File: src/rtl/demux1_4_sched_pkg.sv
// Shared types and encodings for the 1:4 stream dispatcher.
// FSM state codes and dispatch-mode constants used across the block.
package demux1_4_sched_pkg;

  typedef enum logic [1:0] {
    S_IDLE = 2'd0,
    S_ARB  = 2'd1,
    S_XFER = 2'd2
  } state_t;

  localparam logic MODE_RR  = 1'b0;
  localparam logic MODE_DIR = 1'b1;

endpackage

File: src/rtl/demux1_4_sched_sub.sv
// Combinational helpers for the dispatcher: round-robin lane picker and
// the gate-level 1:4 demultiplexer that produces the per-lane valids.
module rr_pick4 (
  input  logic [3:0] en,
  input  logic [1:0] start,
  output logic [1:0] idx,
  output logic       found
);

  logic [1:0] cand;

  always_comb begin
    idx   = 2'd0;
    found = 1'b0;
    cand  = 2'd0;
    for (int k = 0; k < 4; k++) begin
      cand = start + 2'(k);
      if (!found && en[cand]) begin
        idx   = cand;
        found = 1'b1;
      end
    end
  end

endmodule

module demux1_4 (
  input  logic d,
  input  logic s0,
  input  logic s1,
  output logic y0,
  output logic y1,
  output logic y2,
  output logic y3
);

  assign y0 = d & ~s1 & ~s0;
  assign y1 = d & ~s1 &  s0;
  assign y2 = d &  s1 & ~s0;
  assign y3 = d &  s1 &  s0;

endmodule

File: src/rtl/demux1_4_sched.sv
// Dispatcher sharing one upstream valid/ready stream among four consumer lanes,
// either round-robin over enabled lanes or directed by the word's destination.
//
// state  | meaning
// S_IDLE | in_ready high, waiting for an upstream word
// S_ARB  | word held, choosing a lane (one cycle, or longer while no lane is enabled)
// S_XFER | word offered on lane sel until that lane is ready or the wait times out
module demux1_4_sched
  import demux1_4_sched_pkg::*;
#(
  parameter int DATA_W  = 8,
  parameter int TIMEOUT = 15
) (
  input  logic              clk,
  input  logic              rst,
  input  logic              in_valid,
  output logic              in_ready,
  input  logic [DATA_W-1:0] in_data,
  input  logic [1:0]        in_dest,
  input  logic              mode,
  input  logic [3:0]        en,
  output logic [DATA_W-1:0] out_data,
  output logic [3:0]        out_valid,
  input  logic [3:0]        out_ready,
  output logic [1:0]        sel,
  output logic              busy,
  output logic              err
);

  localparam int CW = (TIMEOUT > 0) ? $clog2(TIMEOUT + 1) : 1;
  localparam logic [CW-1:0] CNT_ONE  = 1;
  localparam logic [CW-1:0] CNT_MAX  = '1;
  localparam logic [CW-1:0] CNT_LAST = (TIMEOUT > 0) ? CW'(TIMEOUT - 1) : '0;

  state_t            state, state_nxt;
  logic [1:0]        ptr, ptr_nxt;
  logic [1:0]        sel_nxt;
  logic [DATA_W-1:0] hold_data, hold_data_nxt;
  logic [1:0]        hold_dest, hold_dest_nxt;
  logic [CW-1:0]     wait_cnt, wait_cnt_nxt;
  logic              drop;
  logic [1:0]        pick_idx;
  logic              pick_found;

  rr_pick4 u_pick (
    .en    (en),
    .start (ptr),
    .idx   (pick_idx),
    .found (pick_found)
  );

  always_ff @(posedge clk) begin
    if (rst) begin
      state     <= S_IDLE;
      ptr       <= 2'd0;
      sel       <= 2'd0;
      hold_data <= '0;
      hold_dest <= 2'd0;
      wait_cnt  <= '0;
    end else begin
      state     <= state_nxt;
      ptr       <= ptr_nxt;
      sel       <= sel_nxt;
      hold_data <= hold_data_nxt;
      hold_dest <= hold_dest_nxt;
      wait_cnt  <= wait_cnt_nxt;
    end
  end

  always_comb begin
    state_nxt     = state;
    ptr_nxt       = ptr;
    sel_nxt       = sel;
    hold_data_nxt = hold_data;
    hold_dest_nxt = hold_dest;
    wait_cnt_nxt  = wait_cnt;
    drop          = 1'b0;
    case (state)
      S_IDLE: begin
        if (in_valid) begin
          hold_data_nxt = in_data;
          hold_dest_nxt = in_dest;
          state_nxt     = S_ARB;
        end
      end
      S_ARB: begin
        if (mode == MODE_DIR) begin
          if (en[hold_dest]) begin
            sel_nxt      = hold_dest;
            wait_cnt_nxt = '0;
            state_nxt    = S_XFER;
          end else begin
            drop      = 1'b1;
            state_nxt = S_IDLE;
          end
        end else if (pick_found) begin
          sel_nxt      = pick_idx;
          wait_cnt_nxt = '0;
          state_nxt    = S_XFER;
        end
      end
      S_XFER: begin
        if (out_ready[sel]) begin
          ptr_nxt   = sel + 2'd1;
          state_nxt = S_IDLE;
        end else begin
          if (wait_cnt != CNT_MAX) wait_cnt_nxt = wait_cnt + CNT_ONE;
          // Only round-robin words may move to another lane; directed words wait forever.
          if (mode == MODE_RR && TIMEOUT != 0 && wait_cnt == CNT_LAST) begin
            ptr_nxt   = sel + 2'd1;
            state_nxt = S_ARB;
          end
        end
      end
      default: state_nxt = S_IDLE;
    endcase
  end

  assign in_ready = (state == S_IDLE) && !rst;
  assign busy     = (state != S_IDLE);
  assign err      = drop && !rst;
  assign out_data = hold_data;

  demux1_4 u_demux (
    .d  ((state == S_XFER) && !rst),
    .s0 (sel[0]),
    .s1 (sel[1]),
    .y0 (out_valid[0]),
    .y1 (out_valid[1]),
    .y2 (out_valid[2]),
    .y3 (out_valid[3])
  );

endmodule

File: config.mk
export PLATFORM = sky130hd
export DESIGN_NAME = demux1_4_sched
export DESIGN_NICKNAME = d
export VERILOG_FILES = /design/src/rtl/demux1_4_sched_pkg.sv /design/src/rtl/demux1_4_sched_sub.sv /design/src/rtl/demux1_4_sched.sv
export SDC_FILE = /design/constraint.sdc
export NUM_CORES = 1
export LEC_CHECK = 0
export ABC_CLOCK_PERIOD_IN_PS = 2300
export CAP_MARGIN = 5
export CORE_UTILIZATION = 47
export CTS_CLUSTER_SIZE = 20
export DETAILED_ROUTE_END_ITERATION = 10
export GPL_TIMING_DRIVEN = 0
export PLACE_DENSITY = 0.87
export SETUP_SLACK_MARGIN = 0.2
export SLEW_MARGIN = 20
export SYNTH_ARGS = -nofsm -noshare
export SYNTH_HDL_FRONTEND = slang
export SYNTH_SLANG_ARGS = --single-unit
File: constraint.sdc
create_clock -name clk -period 2.3 [get_ports clk]
set_input_delay 0.46 -clock clk [delete_from_list [all_inputs] [get_ports clk]]
set_output_delay 0.46 -clock clk [all_outputs]
set_load 0.01 [all_outputs]
# Word level (Yosys, flattened, before mapping)

Cells that the tools add are included.

Bits in registers: 20
Bits of input ports: 22
Output and inout bits: 17
Word-level logic and storage cells: 99

Add/subtract/negate cells: 5
$lt $le $gt $ge: 6
Eq/ne operators: 11
Muxes and demuxes: 41
Bitwise gates (word level): 9
Reduce and logical (&&, ||, !) cells: 21

Operator list:

| kind                                                        | number |
|---|---|
| 2-to-1 mux 2 bit                                            | 15 |
| 2-to-1 mux 4 bit                                            | 5 |
| less-than comparator 2 x 3 -> 1 bit (second input constant) | 6 |
| 2-to-1 mux 1 bit                                            | 13 |
| binary-select mux 1 bit (select 2 bit)                      | 6 |
| inequality test 3 bit (second input constant)               | 3 |
| case mux 4 bit (2 select lines)                             | 1 |
| nonzero test 2 bit                                          | 4 |
| logical AND 1 bit                                           | 7 |
| bitwise AND 1 bit                                           | 6 |
| inequality test 2 bit (second input constant)               | 3 |
| case mux 2 bit (3 select lines)                             | 1 |
| AND reduction 3 bit                                         | 2 |
| AND reduction 5 bit                                         | 1 |
| adder 2 x 1 -> 2 bit (second input constant)                | 2 |
| adder 2 bit (second input constant)                         | 2 |
| adder 4 x 1 -> 4 bit (second input constant)                | 1 |
| equality test 4 bit (second input constant)                 | 1 |
| logical NOT 1 bit                                           | 4 |
| inequality test 4 bit (second input constant)               | 1 |
| AND reduction 2 bit                                         | 2 |
| inverter 1 bit                                              | 3 |
| equality test 2 x 1 -> 1 bit (second input constant)        | 1 |
| equality test 2 bit (second input constant)                 | 1 |
| other kinds (2)                                             | 2 |

# Depth between registers and ports, before layout

Depth in word-level cells: 15
Mapped depth: 6
Depth with buffers taken out: 6

# Hierarchy

A second synthesis with hierarchy kept.

Cell total of the unflattened synthesis: 139
Area, all modules: 1109.8 um^2

Modules (own cells, without submodules):

| module         | times used | cells an instance | area each (um^2) | seq. area each (um^2) |
|---|---|---|---|---|
| demux1_4_sched | 1          | 120               | 994.7            | 400.4 |
| rr_pick4       | 1          | 15                | 77.6             | 0.0 |
| demux1_4       | 1          | 4                 | 37.5             | 0.0 |

# Least setup slack after synthesis

OpenSTA, ideal clock, no wires.

Path type: input-to-reg
From: input port en[2]
To: register wait_cnt[1]
Setup time: 132 ps
Arrival: 1600 ps
Data required time: 2168 ps
Slack: 568 ps
Stages: 5
Path buffers: 0
Cells stage by stage: mux4_2 > or2_4 > a211oi_4 > or4_1 > a21oi_1

Word-level cells in the longest chain between the ends: 14
Elaborated cells on any way between the ends: 23
Classes of those cells: eq/ne: 2; mux: 14; reduce/logical: 7

Ends and longest elaborated chain:

| what                                   | line                     | text |
|---|---|---|
| from (decl)                            | demux1_4_sched.sv:21     | `input logic [3:0] en,` |
| binary-select mux 1 bit (select 2 bit) | demux1_4_sched_sub.sv:18 | `if (!found && en[cand]) begin` |
| 2-to-1 mux 1 bit (implied by the code) | demux1_4_sched_sub.sv:18 |  |
| 2-to-1 mux 1 bit                       | demux1_4_sched_sub.sv:18 |  |
| logical NOT 1 bit                      | demux1_4_sched_sub.sv:18 |  |
| logical AND 1 bit                      | demux1_4_sched_sub.sv:18 |  |
| 2-to-1 mux 1 bit                       | demux1_4_sched_sub.sv:18 |  |
| logical NOT 1 bit                      | demux1_4_sched_sub.sv:18 |  |
| logical AND 1 bit                      | demux1_4_sched_sub.sv:18 |  |
| 2-to-1 mux 1 bit                       | demux1_4_sched_sub.sv:18 |  |
| logical NOT 1 bit                      | demux1_4_sched_sub.sv:18 |  |
| logical AND 1 bit                      | demux1_4_sched_sub.sv:18 |  |
| 2-to-1 mux 1 bit                       | demux1_4_sched_sub.sv:18 |  |
| inequality test 3 bit (no source line) | -                        |  |
| AND reduction 5 bit (no source line) * | -                        |  |
| to (signal assigned)                   | demux1_4_sched.sv:66     | `wait_cnt <= wait_cnt_nxt;` |
| to (decl)                              | demux1_4_sched.sv:40     | `logic [CW-1:0] wait_cnt, wait_cnt_nxt;` |

Every way passes the cells marked *; elsewhere a longest branch is shown, timed or not. The select of a mux whose other input is x is not followed.
A chain may end at the register's enable or synchronous reset.

# Worst setup path after layout

From: input port rst
To: output port in_ready

Word-level cells in the longest chain between the ends: 2

Ends and longest elaborated chain:

| what              | line                  | text |
|---|---|---|
| from (decl)       | demux1_4_sched.sv:15  | `input logic rst,` |
| logical NOT 1 bit | demux1_4_sched.sv:119 | `assign in_ready = (state == S_IDLE) && !rst;` |
| logical AND 1 bit | demux1_4_sched.sv:119 |  |
| to (decl)         | demux1_4_sched.sv:17  | `output logic in_ready,` |

No other way between the ends.

==> flow_summary.ini <==
[yosys]
synth-seq-cells = 20
async_flop_share_pct = 0
syn_nets = 186
synthFlopType = dfxtp_1
synth.distinct_cells = 46
synthesis.area_um2 = 1300
postSynthAreaPerCell_um2 = 8.03
syn-instance-count = 162
synth_edf_count = 0
ys_seq_area_share_pct = 30.8
synth_warnings = 0

[floorplanning]
die_w_um = 54.6
initial_core_util_pct = 51.1
die_h_um = 54.6
die-area_um2 = 2980
core_um2 = 2540
row_count = 18
num_io_pins = 39

[sta]
timing.hold.ws_ns = 0.469
rsz0062_at_grt = yes
post-route-min-period_ns = 2.16
slew_violations = 0
worst_slew_pin_slew_ns = 0.509
fin_skew_ns = 0.0103
setup_violations = 0
finalSetupTns_ns = 0
max_clock_freq_mhz = 464
slew_headroom_pct = 65.2
hold_viol_final = 0
period_share_pct = 93.8
setup_ws_ns = 0.144

[route]
dr_total_vias = 1299
routed_wl_mm = 3.30
firstDrtPassIters = 5
drc = 0
detail-route-antenna-nets = 0
drtIter0Drc = 46
viasPerCell = 5.53
wl_per_cell_um = 14.1

[power]
vdd_drop_max_mv = 0.451
p_leak_nw = 0.695
finalPower_uw = 896
power_density_nw_per_um2 = 494

[min_path]
hold_end = out_data[3]
whs_path_depth = 2
hold_path.class = reg2reg
min_from = out_data[3]

[placed_design]
portBuffers = 37
post-place-ws_ns = -0.428
dp_hpwl_mm = 2.40
gp_congestion = 0.818

[finish]
nNetsFinal = 230
fill_cells = 195
diodes = 0
drive_gt1_share_pct = 18.0
syn_to_final_growth_pct = 39.3

[setup_path]
timing.rr.start = ptr[1]
ff2ff_path_depth = 6
rr_endpoint = state[0]
critPathRequiredTime_ns = 1.84
start_kind = primary input
reg2reg_slack_ns = 0.38
path_class = in2out
arrival_ns = 1.70
cp_max_fo = 10
end_kind = output port

[clocking]
cts_tree = yes
clkTransAtPathRegs_ns = 0.12
clock_latency_ns = 0.32
cts_inserted_buffers = 3
cts_buffer_depth = 2
h-tree-depth = 1
cts_sinks = 20
root_buffer = clkbuf_4

[global_route]
grt_antenna_before_repair = 0
grt_first_pass_wirelength_mm = 5.19
grt_pass1_vias = 1261
gr-usage-all-layers_pct = 24.7
grt_max_degree = 13
overflow = 0

[run_status]
outcome = finished, final reports clean

[job]
drv_cap = 0
synth_stat cells (6+ instances only):
library cell,count,share of area [%]
inv_1,6,1.7
nand2_1,25,7.2
buf_4,6,3.5
nor2_1,10,2.9
dfxtp_1,20,31
nor2b_1,6,2.9
a21oi_1,22,8.5
power by group:
group	total (mW)	internal (mW)	switching, mW	leakage, nW
combinational	0.221	0.115	0.106	0.502
sequential	0.379	0.365	0.0144	0.165
clock	0.296	0.177	0.120	0.0279
total	0.896	0.656	0.240	0.695
critical path, cell delays in order:
cell	delay, ns
clkbuf_1	0.37
clkbuf_2	0.31
nor2_1	0.07
clkdlybuf4s50_1	0.47
final cells by class:
class	instances	area, µm²	area share (%)
well taps	30	37.5	2.07
inverters	6	22.5	1.24
flip-flops and latches	20	407	22.4
repair buffers	39	375	20.7
clock buffers	3	22.5	1.24
multi-input cells	122	817	45.1
clock inverters	1	30.0	1.66
plain buffers	14	101	5.59
sequential cells by signal, summed over array words and instances (netlist names):
signal,flops
state,2
out_data,8
sel,2
hold_dest,2
ptr,2
wait_cnt,4
placed cells by master, fill, tap and decap left out, types with 3 or more instances in the layout:
cell             count
o31ai_1              3
nand3_1              4
nand2b_1             3
dfxtp_1             17
nor2b_1              5
inv_1                6
nand2_1             25
buf_6                3
clkbuf_4             3
nor3_1               4
o21ai_0              4
clkbuf_2             3
clkdlybuf4s50_1     27
buf_4                8
a21oi_1             22
dlygate4sd2_1        7
nor2_1              10
metrics by stage:
| stage | util, % | instance area [µm²] | std cells |
|---|---|---|---|
| 6_report | 71.2 | 1810 | 235 |
| 4_1_cts | 70.7 | 1800 | 235 |
| 5_1_grt | 71.2 | 1810 | 235 |
| 3_3_place_gp | 67.2 | 1710 | 229 |
| 2_1_floorplan | - | 1300 | 162 |
| 3_5_place_dp | 67.2 | 1710 | 229 |
how the worst max path moves through the flow:
stage	from	end	cells after the start
final	rst	in_ready	4
after global routing	rst	in_ready	4
after floorplan	en[2]	wait_cnt[1]	5
after CTS	state[0]	out_valid[1]	4
after global placement	mode	err	5
after detailed placement	mode	err	5
timing repair:
item	in CTS	in global routing
setup buffers	2	0
hold buffers	0	0
resized for setup	21	10
endpoints found under the setup margin	10	3
cell families after synthesis:
| group | Yosys count | synth area share (%) |
|---|---|---|
| AND/OR/NAND/NOR | 67 | 26.2 |
| AO/OA/AOI/OAI | 45 | 24.3 |
| buffers and inverters | 20 | 9.33 |
| flip-flops | 20 | 30.8 |
| multiplexers | 7 | 6.83 |
| adder cells (fa/ha/maj) | 2 | 1.92 |
| XOR/XNOR | 1 | 0.673 |
routing by layer:
| layer | wire length, µm | track usage, % | part of all wire, % |
|---|---|---|---|
| met1 | 1420 | 26.7 | 43 |
| met3 | 120 | 4.44 | 3.6 |
| met4 | 54 | 12.8 | 1.6 |
| met2 | 1710 | 45.0 | 52 |
| met5 | 0 | 0 | 0 |
(Power assumes the default switching activity.)
